===== config.mk =====
export PLATFORM = sky130hd
export DESIGN_NAME = alu_addsub_seq
export DESIGN_NICKNAME = d
export VERILOG_FILES = /design/src/rtl/alu_addsub_seq.sv
export SDC_FILE = /design/constraint.sdc
export NUM_CORES = 1
export LEC_CHECK = 0
export CORE_ASPECT_RATIO = 0.8
export CORE_MARGIN = 4
export CORE_UTILIZATION = 45
export DETAILED_ROUTE_END_ITERATION = 8
export PLACE_DENSITY = 0.84
export SYNTH_ARGS = -nofsm -noshare
export SYNTH_HDL_FRONTEND = slang
export SYNTH_SLANG_ARGS = --single-unit
export TNS_END_PERCENT = 30

===== constraint.sdc =====
create_clock -name iClk -period 5 [get_ports iClk]
set_clock_uncertainty 0.1 [all_clocks]
set_input_delay 0.5 -clock iClk [delete_from_list [all_inputs] [get_ports iClk]]
set_output_delay 0.5 -clock iClk [all_outputs]
set_load 0.01 [all_outputs]

===== src/rtl/alu_addsub_seq.sv =====
// alu_addsub_seq: multi-cycle add/subtract unit. The operand pair is consumed
// SLICE bits per clock, LSB slice first, and the unit reports the per-bit
// carry chain, the propagate vector and 8085-style flags.
// Optional feature macro: ALU_BCD_EN adds per-nibble decimal adjust for
// additions with iDec=1 (requires SLICE=4). Without it iDec is ignored.
//
// state | meaning
// IDLE  | waiting for iStart, results from the last operation held
// RUN   | one slice of the operands added per cycle
// DONE  | one-cycle oDone pulse, flags valid; iStart here chains a new run
module alu_addsub_seq #(
    parameter int DATASIZE = 16,
    parameter int SLICE    = 4
) (
    input  logic                iClk,
    input  logic                iRst,
    input  logic                iStart,
    input  logic                iSub,
    input  logic                iDec,
    input  logic [DATASIZE-1:0] iA,
    input  logic [DATASIZE-1:0] iB,
    input  logic                iC,
    output logic                oBusy,
    output logic                oDone,
    output logic [DATASIZE-1:0] oS,
    output logic [DATASIZE-1:0] oC,
    output logic [DATASIZE-1:0] oP,
    output logic                oCarry,
    output logic                oAux,
    output logic                oZero,
    output logic                oParity,
    output logic                oSign
);

    localparam int NSLICE  = DATASIZE / SLICE;
    localparam int IW      = (NSLICE > 1) ? $clog2(NSLICE) : 1;
    localparam int AUX_BIT = (DATASIZE > 3) ? 3 : DATASIZE - 1;

    typedef enum logic [1:0] {
        IDLE = 2'd0,
        RUN  = 2'd1,
        DONE = 2'd2
    } state_t;

    state_t              state_q;
    logic [DATASIZE-1:0] a_q;
    logic [DATASIZE-1:0] b_q;       // B already inverted for subtract
    logic                carry_q;   // running carry between slices
    logic                sub_q;
    logic [IW-1:0]       idx_q;
    logic                busy_q;
    logic                done_q;
    logic [DATASIZE-1:0] s_q;
    logic [DATASIZE-1:0] c_q;
    logic [DATASIZE-1:0] p_q;
    logic                carry_flag_q;
    logic                aux_q;
    logic                zero_q;
    logic                parity_q;
    logic                sign_q;

`ifdef ALU_BCD_EN
    logic                dec_q;     // decimal adjust active for this run
`else
    logic                unused_dec;
    assign unused_dec = iDec;
`endif

    logic [SLICE-1:0]    a_sl;
    logic [SLICE-1:0]    b_sl;
    logic [SLICE-1:0]    sum_sl;
    logic [SLICE-1:0]    cvec_sl;
    logic [SLICE-1:0]    res_sl;
    logic                cout_sl;
    logic                cc;
    logic [SLICE:0]      bin_w;
    logic [DATASIZE-1:0] s_d;
    logic [DATASIZE-1:0] c_d;
    logic [DATASIZE-1:0] p_d;

    // Add the currently selected slice and merge it into the result vectors.
    always_comb begin
        a_sl    = '0;
        b_sl    = '0;
        sum_sl  = '0;
        cvec_sl = '0;
        bin_w   = '0;
        for (int k = 0; k < NSLICE; k++) begin
            if (idx_q == IW'(k)) begin
                a_sl = a_q[k*SLICE +: SLICE];
                b_sl = b_q[k*SLICE +: SLICE];
            end
        end
        cc = carry_q;
        for (int i = 0; i < SLICE; i++) begin
            sum_sl[i]  = a_sl[i] ^ b_sl[i] ^ cc;
            cc         = (a_sl[i] & b_sl[i]) | (cc & (a_sl[i] ^ b_sl[i]));
            cvec_sl[i] = cc;
        end
        res_sl  = sum_sl;
        cout_sl = cc;
`ifdef ALU_BCD_EN
        // Decimal adjust: a nibble above 9 (or one that carried) gets +6,
        // and the decimal carry replaces the binary one for the next slice.
        if (dec_q) begin
            bin_w = {cc, sum_sl};
            if (bin_w > (SLICE+1)'(9)) begin
                bin_w   = bin_w + (SLICE+1)'(6);
                res_sl  = bin_w[SLICE-1:0];
                cout_sl = 1'b1;
            end
        end
`endif
        s_d = s_q;
        c_d = c_q;
        p_d = p_q;
        for (int k = 0; k < NSLICE; k++) begin
            if (idx_q == IW'(k)) begin
                s_d[k*SLICE +: SLICE] = res_sl;
                c_d[k*SLICE +: SLICE] = cvec_sl;
                p_d[k*SLICE +: SLICE] = a_sl ^ b_sl;
            end
        end
    end

    // Sequencer: operand capture, one slice per RUN cycle, flag registration.
    always_ff @(posedge iClk or posedge iRst) begin
        if (iRst) begin
            state_q      <= IDLE;
            a_q          <= '0;
            b_q          <= '0;
            carry_q      <= 1'b0;
            sub_q        <= 1'b0;
            idx_q        <= '0;
            busy_q       <= 1'b0;
            done_q       <= 1'b0;
            s_q          <= '0;
            c_q          <= '0;
            p_q          <= '0;
            carry_flag_q <= 1'b0;
            aux_q        <= 1'b0;
            zero_q       <= 1'b0;
            parity_q     <= 1'b0;
            sign_q       <= 1'b0;
`ifdef ALU_BCD_EN
            dec_q        <= 1'b0;
`endif
        end else begin
            case (state_q)
                IDLE, DONE: begin
                    done_q <= 1'b0;
                    if (iStart) begin
                        a_q          <= iA;
                        b_q          <= iSub ? ~iB : iB;
                        carry_q      <= iSub ? ~iC : iC;
                        sub_q        <= iSub;
`ifdef ALU_BCD_EN
                        dec_q        <= iDec & ~iSub;
`endif
                        idx_q        <= '0;
                        s_q          <= '0;
                        c_q          <= '0;
                        p_q          <= '0;
                        carry_flag_q <= 1'b0;
                        aux_q        <= 1'b0;
                        zero_q       <= 1'b0;
                        parity_q     <= 1'b0;
                        sign_q       <= 1'b0;
                        busy_q       <= 1'b1;
                        state_q      <= RUN;
                    end else begin
                        busy_q  <= 1'b0;
                        state_q <= IDLE;
                    end
                end
                RUN: begin
                    s_q     <= s_d;
                    c_q     <= c_d;
                    p_q     <= p_d;
                    carry_q <= cout_sl;
                    idx_q   <= idx_q + IW'(1);
                    if (idx_q == IW'(NSLICE - 1)) begin
                        carry_flag_q <= cout_sl ^ sub_q;
                        aux_q        <= c_d[AUX_BIT];
                        zero_q       <= (s_d == '0);
                        parity_q     <= ~^s_d;
                        sign_q       <= s_d[DATASIZE-1];
                        busy_q       <= 1'b0;
                        done_q       <= 1'b1;
                        state_q      <= DONE;
                    end
                end
                default: begin
                    busy_q  <= 1'b0;
                    done_q  <= 1'b0;
                    state_q <= IDLE;
                end
            endcase
        end
    end

    assign oBusy   = busy_q;
    assign oDone   = done_q;
    assign oS      = s_q;
    assign oC      = c_q;
    assign oP      = p_q;
    assign oCarry  = carry_flag_q;
    assign oAux    = aux_q;
    assign oZero   = zero_q;
    assign oParity = parity_q;
    assign oSign   = sign_q;

endmodule

==> flow_metrics.env, run 1 <==
export IMPL_die_h_um=96.4
export IMPL_arrival_ns=4.75
export IMPL_core_um2=9270
export IMPL_p_switching_mw=1.99
export IMPL_die_area_um2=11400
export IMPL_globalplace_congestion=0.863
export IMPL_critPathKind="flip-flop to flip-flop"
export IMPL_grt_overflow_total=0
export IMPL_cp_max_fo=7
export IMPL_hold_violations=0
export IMPL_cts_tree="yes"
export IMPL_ys_seq_area_share_pct=51.8
export IMPL_critPathRequiredTime_ns=5.09
export IMPL_slew_headroom_pct=35.0
export IMPL_clock_sink_count=91
export IMPL_reg2reg_to="oParity"
export IMPL_hold_class="flip-flop to flip-flop"
export IMPL_postCtsHoldBufs=0
export IMPL_grt_pass1_wl_um=18000
export IMPL_setup_ws_ns=0.345
export IMPL_area_growth_pct=27.8
export IMPL_port_buffers=91
export IMPL_ys_ff_latch=91
export IMPL_yosys_warnings=0
export IMPL_tightest_slew_ns=0.972
export IMPL_p_seq_share_pct=26.6
export IMPL_slowest_delay_ns=0.62
export IMPL_rrSetupSlack_ns=0.34
export IMPL_synth_area_leaders="dfrtp_1, o21ai_0, nand2_1, nand3_1, ha_1"
export IMPL_combPwrFrac_pct=58.7
export IMPL_holdPathEnd="b_q[14]"
export IMPL_dp_cells=615
export IMPL_fmax_mhz=215
export IMPL_switching_share_pct=42.9
export IMPL_clkSlewWorstSetupHoldPaths_ns=0.07
export IMPL_wl_um=10900
export IMPL_hpwlAfterDp_um=8060
export IMPL_drcViolationCount=0
export IMPL_vdd_ir_drop_max_mv=0.369
export IMPL_grt_use_met3_pct=5.47
export IMPL_rows=31
export IMPL_grt_use_met2_pct=33.7
export IMPL_end_kind="flip-flop"
export IMPL_maxCapViolations=0
export IMPL_grt_max_degree=47
export IMPL_cts_root_buf="clkbuf_16"
export IMPL_synth_main_ff_cell="dfrtp_1"
export IMPL_drtAntennaViolNets=0
export IMPL_layout_drive_gt1_share_pct=9.50
export IMPL_clkPwrFrac_pct=14.7
export IMPL_drt_wirelength_per_cell_um=17.2
export IMPL_p_per_area_nw_per_um2=827
export IMPL_setup_tns_ns=0
export IMPL_async_reset_ff_share_pct=100
export IMPL_slew_violations=0
export IMPL_grt_util_met1_pct=25.6
export IMPL_synth_common_cells="dfrtp_1, nand2_1, o21ai_0, nand3_1, xnor2_1"
export IMPL_syn_area_per_cell_um2=10.1
export IMPL_synthDistinctLibCells=31
export IMPL_syn_area_um2=4390
export IMPL_hp_start="b_q[14]"
export IMPL_critPathLaunchType="flip-flop"
export IMPL_reg2reg_depth=18
export IMPL_ctsHtreeMaxLevel=3
export IMPL_fin_cells=631
export IMPL_synth_nets=493
export IMPL_slowest_stage="fa_2"
export IMPL_syn_inst=435
export IMPL_postPlaceCellArea_um2=5310
export IMPL_vias=3432
export IMPL_final_area_um2=5620
export IMPL_rr_startpoint="idx_q[1]"
export IMPL_die_w_um=118
export IMPL_cts_buffers=9
export IMPL_hold_depth=2
export IMPL_utilization_pct=60.6
export IMPL_status="finished, final reports clean"
export IMPL_p_leak_nw=2.48
export IMPL_drtIter0Drc=270
export IMPL_pin_count=93
export IMPL_grt_pass1_vias=3524
export IMPL_synth_largest_area_cell="dfrtp_1"
export IMPL_place_ws_ns=0.239
export IMPL_power_mw=4.65
export IMPL_clk_latency_ns=0.34
export IMPL_setup_viol=0
export IMPL_grt_busiest_layer="met2"
export IMPL_rsz0062_at_grt="false"
export IMPL_vias_per_cell=5.44
export IMPL_internal_power_mw=2.65
export IMPL_finalCriticalPeriod_ns=4.66
export IMPL_cp_common_cell="o21ai_0"
export IMPL_drt_pass1_iterations=5
export IMPL_antennaDiodeCount=0
export IMPL_clockBufferDepth=2
export IMPL_nNetsFinal=569
export IMPL_cp_cell_sequence="inv_1 -> ha_1 -> a21oi_1 -> o21ai_0 -> o21ai_0 -> o21ai_1 -> fa_1 -> inv_1 -> fa_1 -> fa_2 -> fa_2 -> nand2_1 -> o21ai_0 -> ha_1 -> xnor2_1 -> xnor2_1 -> xnor2_1 -> o21ai_0"
export IMPL_synth_most_common_cell="dfrtp_1"
export IMPL_antenna_found_initial=0
export IMPL_grt_usage_pct=19.9
export IMPL_yosysTopAreaCellShare_pct=51.8
export IMPL_start_util_pct=47.4
export IMPL_fin_hold_ws_ns=0.393
export IMPL_period_share_pct=93.1
export IMPL_synth_edff_count=0
==> timing repair <==
action                                  4_1_cts  5_1_grt
setup buffers                                 0        0
endpoints found under the setup margin        0        1
gates resized for setup                       0        4
==> logic make-up (layout without fill, tap and decap cells) <==
kind of cell             after synthesis  in the layout  synth area share (%)
AND/OR/NAND/NOR                      131            131                  13.2
AO/OA/AOI/OAI                         96             96                  12.4
flip-flops                            91             91                  51.8
buffers and inverters                 51            132                  5.92
XOR/XNOR                              25             25                  4.98
multiplexers                          21             21                  5.27
adder cells (fa/ha/maj)               20             20                  6.38
==> flip-flops by register name, summed over array words and instances, names as in the netlist, 2 cells and up <==
| signal | count |
|---|---|
| a_q | 16 |
| b_q | 16 |
| idx_q | 2 |
| oC | 16 |
| oP | 16 |
| oS | 16 |
==> worst max-delay path, delay by kind of cell (launching register included) <==
kind	cells	cell delay (ns)
AOI/OAI and AO/OA	6	0.75
xor gates and xnor gates	3	0.54
adders and majority gates	6	2.40
buffers and inverters	2	0.22
DFF	1	0.42
and+or+nand+nor	1	0.06
==> routing by layer <==
| layer | vias up | share of wire (%) |
|---|---|---|
| li1 | 1629 | - |
| met1 | 1644 | 43 |
| met2 | 144 | 48 |
| met3 | 15 | 7.7 |
| met4 | 0 | 1.2 |
| met5 | - | 0 |
==> how the worst max path moves through the flow <==
stage / depth (start not counted) / slack [ns] / start / to
2_1_floorplan: 20 / 0.72 / idx_q[0] / oParity
3_3_place_gp: 18 / 0.39 / idx_q[0] / oParity
3_5_place_dp: 18 / 0.24 / idx_q[1] / oParity
4_1_cts: 18 / 0.16 / idx_q[1] / oParity
5_1_grt: 18 / 0.07 / idx_q[0] / oParity
6_report: 18 / 0.34 / idx_q[1] / oParity
==> cell usage in the layout, fill, tap and decap left out, types with 7 or more instances in the layout <==
cell type        netlist  routed
dfrtp_1               91      91
clkdlybuf4s50_1        0      91
buf_4                  5       7
o21ai_0               66      64
a21oi_1               11      11
nand2_1               72      72
inv_1                 16      15
clkbuf_16              0       9
nand3_1               49      49
ha_1                  16      16
xnor2_1               20      20
mux2_2                17      17
==> power by group through the flow <==
stage / registers [mW] / logic, mW / clock network [mW]
2_1_floorplan: 1.25 / 1.82 / 0
3_3_place_gp: 1.23 / 2.56 / 0
3_5_place_dp: 1.25 / 2.65 / 0
4_1_cts: 1.24 / 2.71 / 0.688
5_1_grt: 1.27 / 2.99 / 0.727
6_report: 1.24 / 2.73 / 0.681
==> area by class of cell <==
cell class / instances / area [um2]
Inverter: 18 / 68.8
Timing Repair Buffer: 98 / 963
Multi-Input combinational cell: 293 / 1860
Fill cell: 741 / 3650
Tap cell: 115 / 144
Sequential cell: 91 / 2280
Clock inverter: 7 / 75.1
Clock buffer: 9 / 225
Note: power is estimated with default switching activity, not from simulation.
==> run 2, diff against run 1 <==
--- a/config.mk
+++ b/config.mk
@@ -7,9 +7,9 @@
 export LEC_CHECK = 0
 export CORE_ASPECT_RATIO = 0.8
 export CORE_MARGIN = 4
-export CORE_UTILIZATION = 45
+export CORE_UTILIZATION = 51
 export DETAILED_ROUTE_END_ITERATION = 8
-export PLACE_DENSITY = 0.84
+export PLACE_DENSITY_LB_ADDON = 0.12
 export SYNTH_ARGS = -nofsm -noshare
 export SYNTH_HDL_FRONTEND = slang
 export SYNTH_SLANG_ARGS = --single-unit
==> run 2 against run 1 <==
Net effect:
- register-to-register slack barely moved
- largest power group unchanged
- global-route usage rose by 0.71 points
- cell count fell by 0.79%
- worst hold slack got worse by 0.0048 ns
- cell area fell by 1.5%
- maximum frequency fell by 0.14%
- combinational power fell by 2%
- worst setup slack got worse by 0.0063 ns
- via count fell by 0.41%
- sequential share of layout area rose by 0.63 points
- routed wire length fell by 5.4%
==> flow_metrics.env, run 2 (same netlist as run 1, synthesis figures left out) <==
export IMPL_status="finished, final reports clean"
export IMPL_core_um2=8160
export IMPL_grt_usage_pct=20.6
export IMPL_pin_count=93
export IMPL_hpwlAfterDp_um=7470
export IMPL_setup_viol=0
export IMPL_cp_cell_sequence="inv_1 -> ha_1 -> nor2b_4 -> a221o_1 -> o21ai_0 -> o21ai_1 -> fa_1 -> inv_1 -> fa_1 -> fa_1 -> fa_1 -> nand2_1 -> o21ai_0 -> ha_1 -> xnor2_1 -> xnor2_1 -> xnor2_1 -> o21ai_0"
export IMPL_clockBufferDepth=2
export IMPL_rrSetupSlack_ns=0.34
export IMPL_start_util_pct=53.8
export IMPL_hp_start="b_q[7]"
export IMPL_final_cell_mix="dfrtp_1, clkdlybuf4s50_1, nand2_1"
export IMPL_setup_tns_ns=0
export IMPL_finalCriticalPeriod_ns=4.66
export IMPL_grt_pass1_vias=3296
export IMPL_fmax_mhz=215
export IMPL_vias_per_cell=5.46
export IMPL_slowest_stage="fa_1"
export IMPL_slew_headroom_pct=32.9
export IMPL_cp_common_cell="fa_1"
export IMPL_hold_violations=0
export IMPL_antenna_found_initial=0
export IMPL_rsz0062_at_grt="false"
export IMPL_drtIter0Drc=160
export IMPL_clk_latency_ns=0.36
export IMPL_tightest_slew_ns=1.01
export IMPL_ctsHtreeMaxLevel=3
export IMPL_hold_class="flip-flop to flip-flop"
export IMPL_cts_buffers=9
export IMPL_postCtsHoldBufs=0
export IMPL_arrival_ns=4.78
export IMPL_dp_cells=610
export IMPL_die_h_um=91.0
export IMPL_grt_pass1_wl_um=17000
export IMPL_maxCapViolations=0
export IMPL_final_area_um2=5530
export IMPL_cp_max_fo=6
export IMPL_rows=29
export IMPL_p_per_area_nw_per_um2=804
export IMPL_power_mw=4.45
export IMPL_post_cts_setup_buffers=0
export IMPL_drtAntennaViolNets=0
export IMPL_crit_buf_inv=2
export IMPL_slowest_delay_ns=0.64
export IMPL_postPlaceCellArea_um2=5320
export IMPL_slew_violations=0
export IMPL_nFillCells=681
export IMPL_grt_max_degree=54
export IMPL_critPathLaunchType="flip-flop"
export IMPL_nNetsFinal=571
export IMPL_cp_startpoint="idx_q[0]"
export IMPL_drt_wirelength_per_cell_um=16.4
export IMPL_drcViolationCount=0
export IMPL_port_buffers=91
export IMPL_clkSlewWorstSetupHoldPaths_ns=0.09
export IMPL_layout_drive_gt1_share_pct=9.07
export IMPL_fin_hold_ws_ns=0.388
export IMPL_grt_overflow_total=0
export IMPL_die_area_um2=10200
export IMPL_vias=3418
export IMPL_critPathRequiredTime_ns=5.12
export IMPL_antennaDiodeCount=0
export IMPL_clock_sink_count=91
export IMPL_critPathKind="flip-flop to flip-flop"
export IMPL_cts_root_buf="clkbuf_8"
export IMPL_globalplace_congestion=0.794
export IMPL_rr_startpoint="idx_q[0]"
export IMPL_drt_pass1_iterations=5
export IMPL_wl_um=10300
export IMPL_end_kind="flip-flop"
export IMPL_fin_cells=626
export IMPL_area_growth_pct=25.9
export IMPL_cts_tree="yes"
export IMPL_cts_resized=0
export IMPL_period_share_pct=93.2
export IMPL_critPathTopFamily="adder cells"
export IMPL_vdd_ir_drop_max_mv=0.541
export IMPL_p_leak_nw=2.44
export IMPL_die_w_um=112
run 2: power breakdown:
group          switching, mW  internal [mW]
Clock                  0.252          0.282
Combinational           1.47           1.21
Sequential             0.189           1.04
run 2: through the flow:
step	utilization, %	setup WS, ns
finish	67.8	0.339
global route	67.8	0.0132
CTS	67.7	0.240
detailed placement	65.1	0.273
global placement	65.1	0.440
floorplan	-	0.721
run 2: layout make-up:
| type | count | area (um2) | area share, % |
|---|---|---|---|
| Multi-Input combinational cell | 293 | 1860 | 33.7 |
| Inverter | 18 | 68.8 | 1.24 |
| Tap cell | 108 | 135 | 2.44 |
| Sequential cell | 91 | 2280 | 41.2 |
| Clock buffer | 12 | 135 | 2.44 |
| Clock inverter | 4 | 75.1 | 1.36 |
| Timing Repair Buffer | 100 | 978 | 17.7 |
run 2: worst paths after layout:
path / endpoint / cells after the start
min reg2reg: b_q[7] / 2
min: b_q[7] / 2
max in group asynchronous: oC[8] / 3
max: oParity / 18
max reg2reg: oParity / 18
min in group asynchronous: oP[4] / 2
run 2: worst min-delay path, cell delays in order (launching register included):
cell     delay [ns]
dfrtp_1        0.35
nand2_1        0.05
o21ai_0        0.06
run 2: per-layer routing:
layer	wire [um]	up-vias	part of all wire, %	GRT usage, %
li1	-	1624	-	-
met1	4640	1675	45	28.5
met2	4860	112	47	33.2
met3	695	7	6.8	5.32
met4	65	0	0.63	4.26
met5	0	-	0	0
==> run 3, diff against run 2 <==
--- a/config.mk
+++ b/config.mk
@@ -5,6 +5,7 @@
 export SDC_FILE = /design/constraint.sdc
 export NUM_CORES = 1
 export LEC_CHECK = 0
+export CAP_MARGIN = 20
 export CORE_ASPECT_RATIO = 0.8
 export CORE_MARGIN = 4
 export CORE_UTILIZATION = 51
==> results of run 3 <==
Final layout, timing and power as in run 2 (identical DEF).
